### config.mk
export PLATFORM = sky130hd
export DESIGN_NAME = wb_queue
export DESIGN_NICKNAME = d
export VERILOG_FILES = /design/src/rtl/wb_queue.sv
export SDC_FILE = /design/constraint.sdc
export NUM_CORES = 1
export LEC_CHECK = 0
export ABC_AREA = 1
export BUFFER_PORTS_ARGS = -buffer_cell sky130_fd_sc_hd__buf_2
export CELL_PAD_IN_SITES_DETAIL_PLACEMENT = 1
export CELL_PAD_IN_SITES_GLOBAL_PLACEMENT = 1
export CORE_MARGIN = 1.5
export CORE_UTILIZATION = 49
export CTS_CLUSTER_DIAMETER = 100
export DETAILED_ROUTE_END_ITERATION = 16
export PLACE_DENSITY = 0.88
export SETUP_SLACK_MARGIN = 0.15
export SYNTH_ARGS = -nofsm -noshare
export SYNTH_HDL_FRONTEND = slang
export SYNTH_SLANG_ARGS = --single-unit
export TNS_END_PERCENT = 100
### constraint.sdc
create_clock -name clk -period 4.9 [get_ports clk]
set_input_delay 0.98 -clock clk [delete_from_list [all_inputs] [get_ports clk]]
set_output_delay 0.98 -clock clk [all_outputs]
set_load 0.03 [all_outputs]
### src/rtl/wb_queue.sv
// wb_queue: write-back stage behind execute. Packets {data, addr, opcode}
// are queued in an in-order FIFO and retired one at a time either as a
// single-cycle GPR write or as a RAM write that waits for a grant, with a
// bounded wait that drops the write and raises a sticky error flag.
module wb_queue #(
  parameter int DATA_W  = 14,
  parameter int ADDR_W  = 12,
  parameter int DEPTH   = 4,
  parameter int TIMEOUT = 15
) (
  input  logic                     clk,
  input  logic                     reset,
  input  logic                     in_valid,
  output logic                     in_ready,
  input  logic [DATA_W+ADDR_W+3:0] DAO,
  output logic                     GPR_wr,
  output logic [DATA_W-1:0]        data_GPRout,
  output logic [ADDR_W-1:0]        addr_GPRout,
  output logic                     ram_wr,
  input  logic                     ram_garant_wr,
  output logic [DATA_W-1:0]        data_out,
  output logic [ADDR_W-1:0]        addr_out,
  output logic [$clog2(DEPTH):0]   level,
  output logic                     busy,
  output logic                     timeout_err
);

  localparam int PKT_W = DATA_W + ADDR_W + 4;
  localparam int PTR_W = $clog2(DEPTH);
  localparam int LVL_W = PTR_W + 1;
  localparam int CNT_W = $clog2(TIMEOUT + 1);

  // Opcode encodings shared with the execute stage
  localparam logic [3:0] OP_MOV_SA  = 4'h1;
  localparam logic [3:0] OP_MOV_SR  = 4'h2;
  localparam logic [3:0] OP_MOV_BIO = 4'h3;
  localparam logic [3:0] OP_INC_BIO = 4'h4;
  localparam logic [3:0] OP_INC_SR  = 4'h5;
  localparam logic [3:0] OP_POP_R   = 4'h6;
  localparam logic [3:0] OP_XOR_SR  = 4'h7;
  localparam logic [3:0] OP_XOR_BIO = 4'h8;

  typedef enum logic [1:0] {IDLE, ISSUE, WAIT_RAM} state_t;

  state_t            state;
  logic [PKT_W-1:0]  mem [DEPTH];
  logic [PTR_W-1:0]  wptr;
  logic [PTR_W-1:0]  rptr;
  logic [CNT_W-1:0]  timer;
  logic [DATA_W-1:0] cur_data;
  logic [ADDR_W-1:0] cur_addr;
  logic [3:0]        cur_op;
  logic [PKT_W-1:0]  head;
  logic              do_push;
  logic              do_pop;

  function automatic logic is_ram(input logic [3:0] op);
    return (op == OP_MOV_SR) || (op == OP_MOV_BIO) || (op == OP_INC_BIO) ||
           (op == OP_XOR_SR) || (op == OP_XOR_BIO);
  endfunction

  function automatic logic is_gpr(input logic [3:0] op);
    return (op == OP_MOV_SA) || (op == OP_INC_SR) || (op == OP_POP_R);
  endfunction

  // No pass-through: a full queue refuses input even if it pops this cycle
  assign in_ready = (level < LVL_W'(DEPTH));
  assign do_push  = in_valid & in_ready;
  assign do_pop   = (state == IDLE) && (level != '0);
  assign busy     = (level != '0) || (state != IDLE);
  assign head     = mem[rptr];

  // FIFO storage, written at the write pointer on an accepted push
  always_ff @(posedge clk) begin
    if (do_push) mem[wptr] <= DAO;
  end

  // Pointers wrap naturally since DEPTH is a power of two
  always_ff @(posedge clk) begin
    if (reset) begin
      wptr  <= '0;
      rptr  <= '0;
      level <= '0;
    end else begin
      if (do_push) wptr <= wptr + PTR_W'(1);
      if (do_pop)  rptr <= rptr + PTR_W'(1);
      case ({do_push, do_pop})
        2'b10:   level <= level + LVL_W'(1);
        2'b01:   level <= level - LVL_W'(1);
        default: level <= level;
      endcase
    end
  end

  // Retire FSM: pop in IDLE, issue the strobe, then wait for RAM grant
  always_ff @(posedge clk) begin
    if (reset) begin
      state       <= IDLE;
      GPR_wr      <= 1'b0;
      ram_wr      <= 1'b0;
      timeout_err <= 1'b0;
      data_GPRout <= '0;
      addr_GPRout <= '0;
      data_out    <= '0;
      addr_out    <= '0;
      timer       <= '0;
      cur_data    <= '0;
      cur_addr    <= '0;
      cur_op      <= '0;
    end else begin
      GPR_wr <= 1'b0;
      case (state)
        IDLE: begin
          if (do_pop) begin
            cur_data <= head[PKT_W-1 -: DATA_W];
            cur_addr <= head[ADDR_W+3 -: ADDR_W];
            cur_op   <= head[3:0];
            state    <= ISSUE;
          end
        end
        ISSUE: begin
          if (is_gpr(cur_op)) begin
            GPR_wr      <= 1'b1;
            data_GPRout <= cur_data;
            addr_GPRout <= cur_addr;
            state       <= IDLE;
          end else if (is_ram(cur_op)) begin
            ram_wr   <= 1'b1;
            data_out <= cur_data;
            addr_out <= cur_addr;
            timer    <= '0;
            state    <= WAIT_RAM;
          end else begin
            state <= IDLE;
          end
        end
        WAIT_RAM: begin
          if (ram_garant_wr) begin
            ram_wr <= 1'b0;
            state  <= IDLE;
          end else if (timer == CNT_W'(TIMEOUT - 1)) begin
            ram_wr      <= 1'b0;
            timeout_err <= 1'b1;
            state       <= IDLE;
          end else begin
            timer <= timer + CNT_W'(1);
          end
        end
        default: state <= IDLE;
      endcase
    end
  end

endmodule

# [Word level (Yosys, flattened, before mapping)]
# Memory sizes are Yosys's and may differ from the RTL's. A register that Yosys moved wholly into a read port is not among the register bits.
# Index checks and enable logic that the tools add are counted.
[word_totals] ff_bits=68 ram_bits=120 input_bits=34 out_inout_bits=60 elab_cells=83 memories=1
[op_classes] n_addsub=5 order_cmp=1 eq_ne=19 mux=20 bitwise_logic=4 n_reduce_logical=21
[memory_table] name="mem" words=4 word_bits=30 read_ports=1 rd_ports_with_merged_regs=1 wr=1 line_no="46" source="logic [PKT_W-1:0] mem [DEPTH];"
[op_table] op="$eq A4 B3 Y1 const B" n=4
[op_table] op="$mux W4" n=4
[op_table] op="$mux W2" n=5
[op_table] op="$ne A2 B2 Y1 const B" n=5
[op_table] op="$eq A4 B2 Y1 const B" n=2
[op_table] op="$eq A4 B4 Y1 const B" n=2
[op_table] op="$pmux W4 S2" n=1
[op_table] op="$logic_or A1 B1 Y1" n=7
[op_table] op="$mux W1" n=7
[op_table] op="$pmux W2 S3" n=1
[op_table] op="$pmux W3 S2" n=1
[op_table] op="$reduce_and A2 Y1" n=3
[op_table] op="$reduce_and A3 Y1" n=2
[op_table] op="$reduce_bool A2 Y1" n=3
[op_table] op="$reduce_and A5 Y1" n=1
[op_table] op="$add A2 B1 Y2 const B" n=2
[op_table] op="$add A4 B1 Y4 const B" n=1
[op_table] op="$eq A2 B1 Y1 const B" n=2
[op_table] op="$eq A2 B2 Y1 const B" n=2
[op_table] op="$eq A4 B1 Y1 const B" n=1
[op_table] op="$reduce_and A4 Y1" n=1
[op_table] op="$add A3 B1 Y3 const B" n=1
[op_table] op="$lt A3 B3 Y1 const B" n=1
[op_table] op="$ne A3 B3 Y1 const B" n=1
[op_table] op="8 further kinds" n=10

# [Depth between registers and ports, before layout]
[logic_depth] ltp_word=8 depth_mapped=12 mapped_depth_nobuf=11

# [Worst setup path after synthesis]
# No wires, ideal clock.
[synth_path] kind="input -> register" from="in in_valid" to="mem mem[0][0] in the netlist's numbering, enable pin" setup_ns=0.417 arrival_ns=2.431 t_required_ns=4.483 setup_slack_ns=2.052 stages=2 path_buffers=0 path_cell_list="nand2_1 -> nor2_1"
[synth_between] elab_chain_len=3
[synth_rtl] element="from (decl)" line_no="13" source="input logic in_valid,"
[synth_rtl] element="$and A1 B1 Y1" line_no="68" source="assign do_push = in_valid & in_ready;"
[synth_rtl] element="$mux W1" line_no="75" source="if (do_push) mem[wptr] <= DAO;"
[synth_rtl] element="$mux W1 (implied by the code)" line_no="75"
[synth_rtl] element="to (decl)" line_no="46"
# No other way between the ends.

# [Worst setup path after layout]
[layout_path] from="reg state[1]" to="reg level[2]"
[layout_between] elab_chain_len=4 word_cells_on_any_way=6 classes_between="2 x eq/ne; 1 x mux; 3 x reduce/logical"
[layout_rtl] element="from (decl)" line_no="45" source="state_t state;"
[layout_rtl] element="from (signal assigned)" line_no="98" source="state <= IDLE;"
[layout_rtl] element="from (signal assigned)" line_no="118" source="state <= ISSUE;"
[layout_rtl] element="from (signal assigned)" line_no="126" source="state <= IDLE;"
[layout_rtl] element="$logic_not A2 Y1 *" line_no="69" source="assign do_pop = (state == IDLE) && (level != '0);"
[layout_rtl] element="$logic_and A1 B1 Y1 *" line_no="69"
[layout_rtl] element="$eq A2 B1 Y1 / $eq A2 B2 Y1 (equally long branches)" line_no="87" source="case ({do_push, do_pop})"
[layout_rtl] element="$pmux W3 S2 / $reduce_bool A2 Y1 (equally long branches)"
[layout_rtl] element="to (signal assigned)" line_no="88" source="2'b10: level <= level + LVL_W'(1);"
[layout_rtl] element="to (signal assigned)" line_no="89" source="2'b01: level <= level - LVL_W'(1);"
[layout_rtl] element="to (signal assigned)" line_no="90" source="default: level <= level;"
[layout_rtl] element="to (decl)" line_no="23" source="output logic [$clog2(DEPTH):0] level,"
# Mark *: on every way between the ends. The rest lies on a longest branch, timed or not.
# A chain may end at the register's enable or synchronous reset.

==> results.sh <==
export IMPL_status="finished, final reports clean"
export IMPL_ys_top_cells_by_area="edfxtp_1 (44%), dfxtp_1 (24%), nor2_1 (8.6%)"
export IMPL_yosysMostFrequentCell="nor2_1"
export IMPL_postCtsSetupRepairBufs=0
export IMPL_dieArea_um2=17530
export IMPL_yosysSeqAreaShare_pct=67.85
export IMPL_dpl_hpwl_um=13080
export IMPL_reg2reg_slack_ns=2.11
export IMPL_chipHeight_um=132.4
export IMPL_skew_ns=0.02292
export IMPL_insertion_delay_ns=0.51
export IMPL_cts_max_path_buffers=3
export IMPL_synthesis_instances=775
export IMPL_synthToLayoutAreaGrowth_pct=15.54
export IMPL_max_vdd_ir_drop_uv=268.3
export IMPL_ctsHoldBuffers=0
export IMPL_htreeDepth=1
export IMPL_die_x_um=132.4
export IMPL_drtPass1Iterations=5
export IMPL_worstPathRequired_ns=5.28
export IMPL_post_cts_resized=0
export IMPL_worst_pin_slew_ns=1.261
export IMPL_syn_nets=817
export IMPL_fin_ws_ns=2.110
export IMPL_r2r_start="state[1]$_SDFFE_PP0P_"
export IMPL_synth_ff_type="edfxtp_1"
export IMPL_setup_worst_path_start="state[1]$_SDFFE_PP0P_"
export IMPL_ctsRootBufferMaster="clkbuf_16"
export IMPL_grt_start_max_net_pins=63
export IMPL_min_path_type="flop to flop"
export IMPL_reg2reg_depth=10
export IMPL_final_area_um2=9478
export IMPL_antenna_found_initial=1
export IMPL_p_leak_nw=3.559
export IMPL_portBuffers=93
export IMPL_viasPerCell=5.654
export IMPL_worstPathArrival_ns=3.17
export IMPL_place_area_um2=8761
export IMPL_numClockSinks=218
export IMPL_preCtsSetupSlack_ns=1.932
export IMPL_core_area_um2=16470
export IMPL_power_density_nw_per_um2=589.1
export IMPL_min_period_over_period_pct=56.94
export IMPL_synth_common_cells="nor2_1 (187), edfxtp_1 (120), o21ai_0 (104), dfxtp_1 (98), nand2_1 (43)"
export IMPL_io_pins=94
export IMPL_num_rows=47
export IMPL_r2r_end="level[2]$_SDFFE_PP0P_"
export IMPL_drv_cap=0
export IMPL_numCtsBuffers=23
export IMPL_fin_setup_tns_ns=0
export IMPL_ant_nets=0
export IMPL_layout_min_cycle_time_ns=2.790
export IMPL_cts_tree="done"
export IMPL_synth_top_area_share_pct=43.93
export IMPL_drt_iter0_markers=512
export IMPL_crit_type="flop to flop"
export IMPL_hold_violations=0
export IMPL_endpoint="level[2]$_SDFFE_PP0P_"
export IMPL_wl_um=22450
export IMPL_drive_above_1_share_pct=17.42
export IMPL_drc=0
export IMPL_clk_pin_slew_ns=0.06
export IMPL_timing_critical_path_to_type="flop"
export IMPL_slew_headroom_pct=15.81
export IMPL_yosys_warnings=0
export IMPL_grt_pass1_wl_um=35260
export IMPL_globalplace_congestion=0.7753
export IMPL_layout_nets=892
export IMPL_worstPathMaxFanout=62
export IMPL_n_antenna_cell=0
export IMPL_cp_start_kind="flop"
export IMPL_rsz0062_at_grt="no"
export IMPL_avgRoutedWirePerCell_um=20.66
export IMPL_grt_overflow_total=0
export IMPL_synth_edf_count=120
export IMPL_grt_pass1_vias=6500
export IMPL_num_vias=6146
export IMPL_ys_types=27
export IMPL_drv_slew=0
export IMPL_async_flop_share_pct=0
export IMPL_start_util_pct=49.82
export IMPL_synth_top_cell_by_area="edfxtp_1"
export IMPL_avgSynthCellArea_um2=10.58
export IMPL_finalSetupViolCount=0
export IMPL_grt_usage_pct=25.71
export IMPL_netlist_area_um2=8203
export IMPL_ys_seq_elements=218
export IMPL_fmax_ghz=0.3584
[routing by layer]
layer	global-route usage, %	vias up	part of all wire [%]
li1	-	2844	-
met1	32.78	3032	41
met2	44.12	211	50
met3	4.691	57	5.9
met4	9.219	2	2.6
met5	0	-	0.053
[stage by stage]
stage	hold slack, ns	util [%]	cells	power, mW
6_report	0.4595	57.56	1087	5.583
5_1_grt	0.4778	57.56	1087	5.826
4_1_cts	0.4609	57.56	1087	5.587
3_5_place_dp	0.4538	53.21	1045	3.897
3_3_place_gp	0.4459	53.21	1045	3.795
2_1_floorplan	0.4782	-	775	3.457
[cell families (layout without fill, tap and decap cells)]
group | after synthesis | in the layout | synth area share [%]
AO/OA/AOI/OAI | 196 | 196 | 12.42
XOR/XNOR | 2 | 2 | 0.2136
adder cells (fa/ha/maj) | 8 | 8 | 1.312
buffers and inverters | 79 | 171 | 4.362
flip-flops | 218 | 218 | 67.85
AND/OR/NAND/NOR | 272 | 272 | 13.85
[layout make-up]
type	instances	area, um2
inverter	29	111.4
multi-input combinational	478	2290
sequential	218	5567
timing repair buffer	100	518.0
clock buffer	28	624.3
clock inverter	14	92.59
fill	1807	6988
tap	220	275.3
[layout by cell type, fill, tap and decap left out, drive strengths merged]
cell type / Yosys / final
a21oi: 40 / 40
a31oi: 30 / 30
buf: 25 / 100
bufinv: 0 / 1
clkbuf: 25 / 28
clkinv: 0 / 12
dfxtp: 98 / 98
edfxtp: 120 / 120
fa: 1 / 1
ha: 7 / 7
inv: 29 / 30
nand2: 45 / 45
nand3: 9 / 9
nand4: 28 / 28
nor2: 189 / 189
nor3: 1 / 1
o21ai: 126 / 126
xnor2: 1 / 1
xor2: 1 / 1
[registers in the layout (all words and copies together) (netlist names), 2 cells and up]
signal       flops
rptr             2
data_GPRout     14
data_out        14
cur_addr        12
addr_out        12
mem            120
level            3
state            2
addr_GPRout     12
timer            4
wptr             2
cur_op           4
cur_data        14
[worst min-delay path by stage]
stage | from | endpoint | cells after the start
floorplan | cur_addr[11]$_SDFFE_PP0P_ | addr_out[11]$_SDFFE_PP0P_ | 2
global placement | data_out[4]$_SDFFE_PP0P_ | data_out[4]$_SDFFE_PP0P_ | 2
detailed placement | addr_out[11]$_SDFFE_PP0P_ | addr_out[11]$_SDFFE_PP0P_ | 2
CTS | addr_out[11]$_SDFFE_PP0P_ | addr_out[11]$_SDFFE_PP0P_ | 2
global route | data_out[6]$_SDFFE_PP0P_ | data_out[6]$_SDFFE_PP0P_ | 2
finish | addr_out[11]$_SDFFE_PP0P_ | addr_out[11]$_SDFFE_PP0P_ | 2
[worst max-delay path, stage by stage, from the launching register on]
cell and delay [ns]:
dfxtp_1 0.38, nor2_1 0.17, nand2_1 0.12, inv_2 0.74
ha_1 0.29, inv_1 0.07, fa_1 0.38, a21oi_1 0.16
o21ai_0 0.13, o21ai_0 0.16, a21oi_1 0.06
[power breakdown]
part	internal (mW)	total (mW)	switching [mW]
registers	2.22	2.43	0.213
clock network	0.956	1.66	0.704
logic	0.373	1.49	1.12
Power figures use the tool's default switching activity.
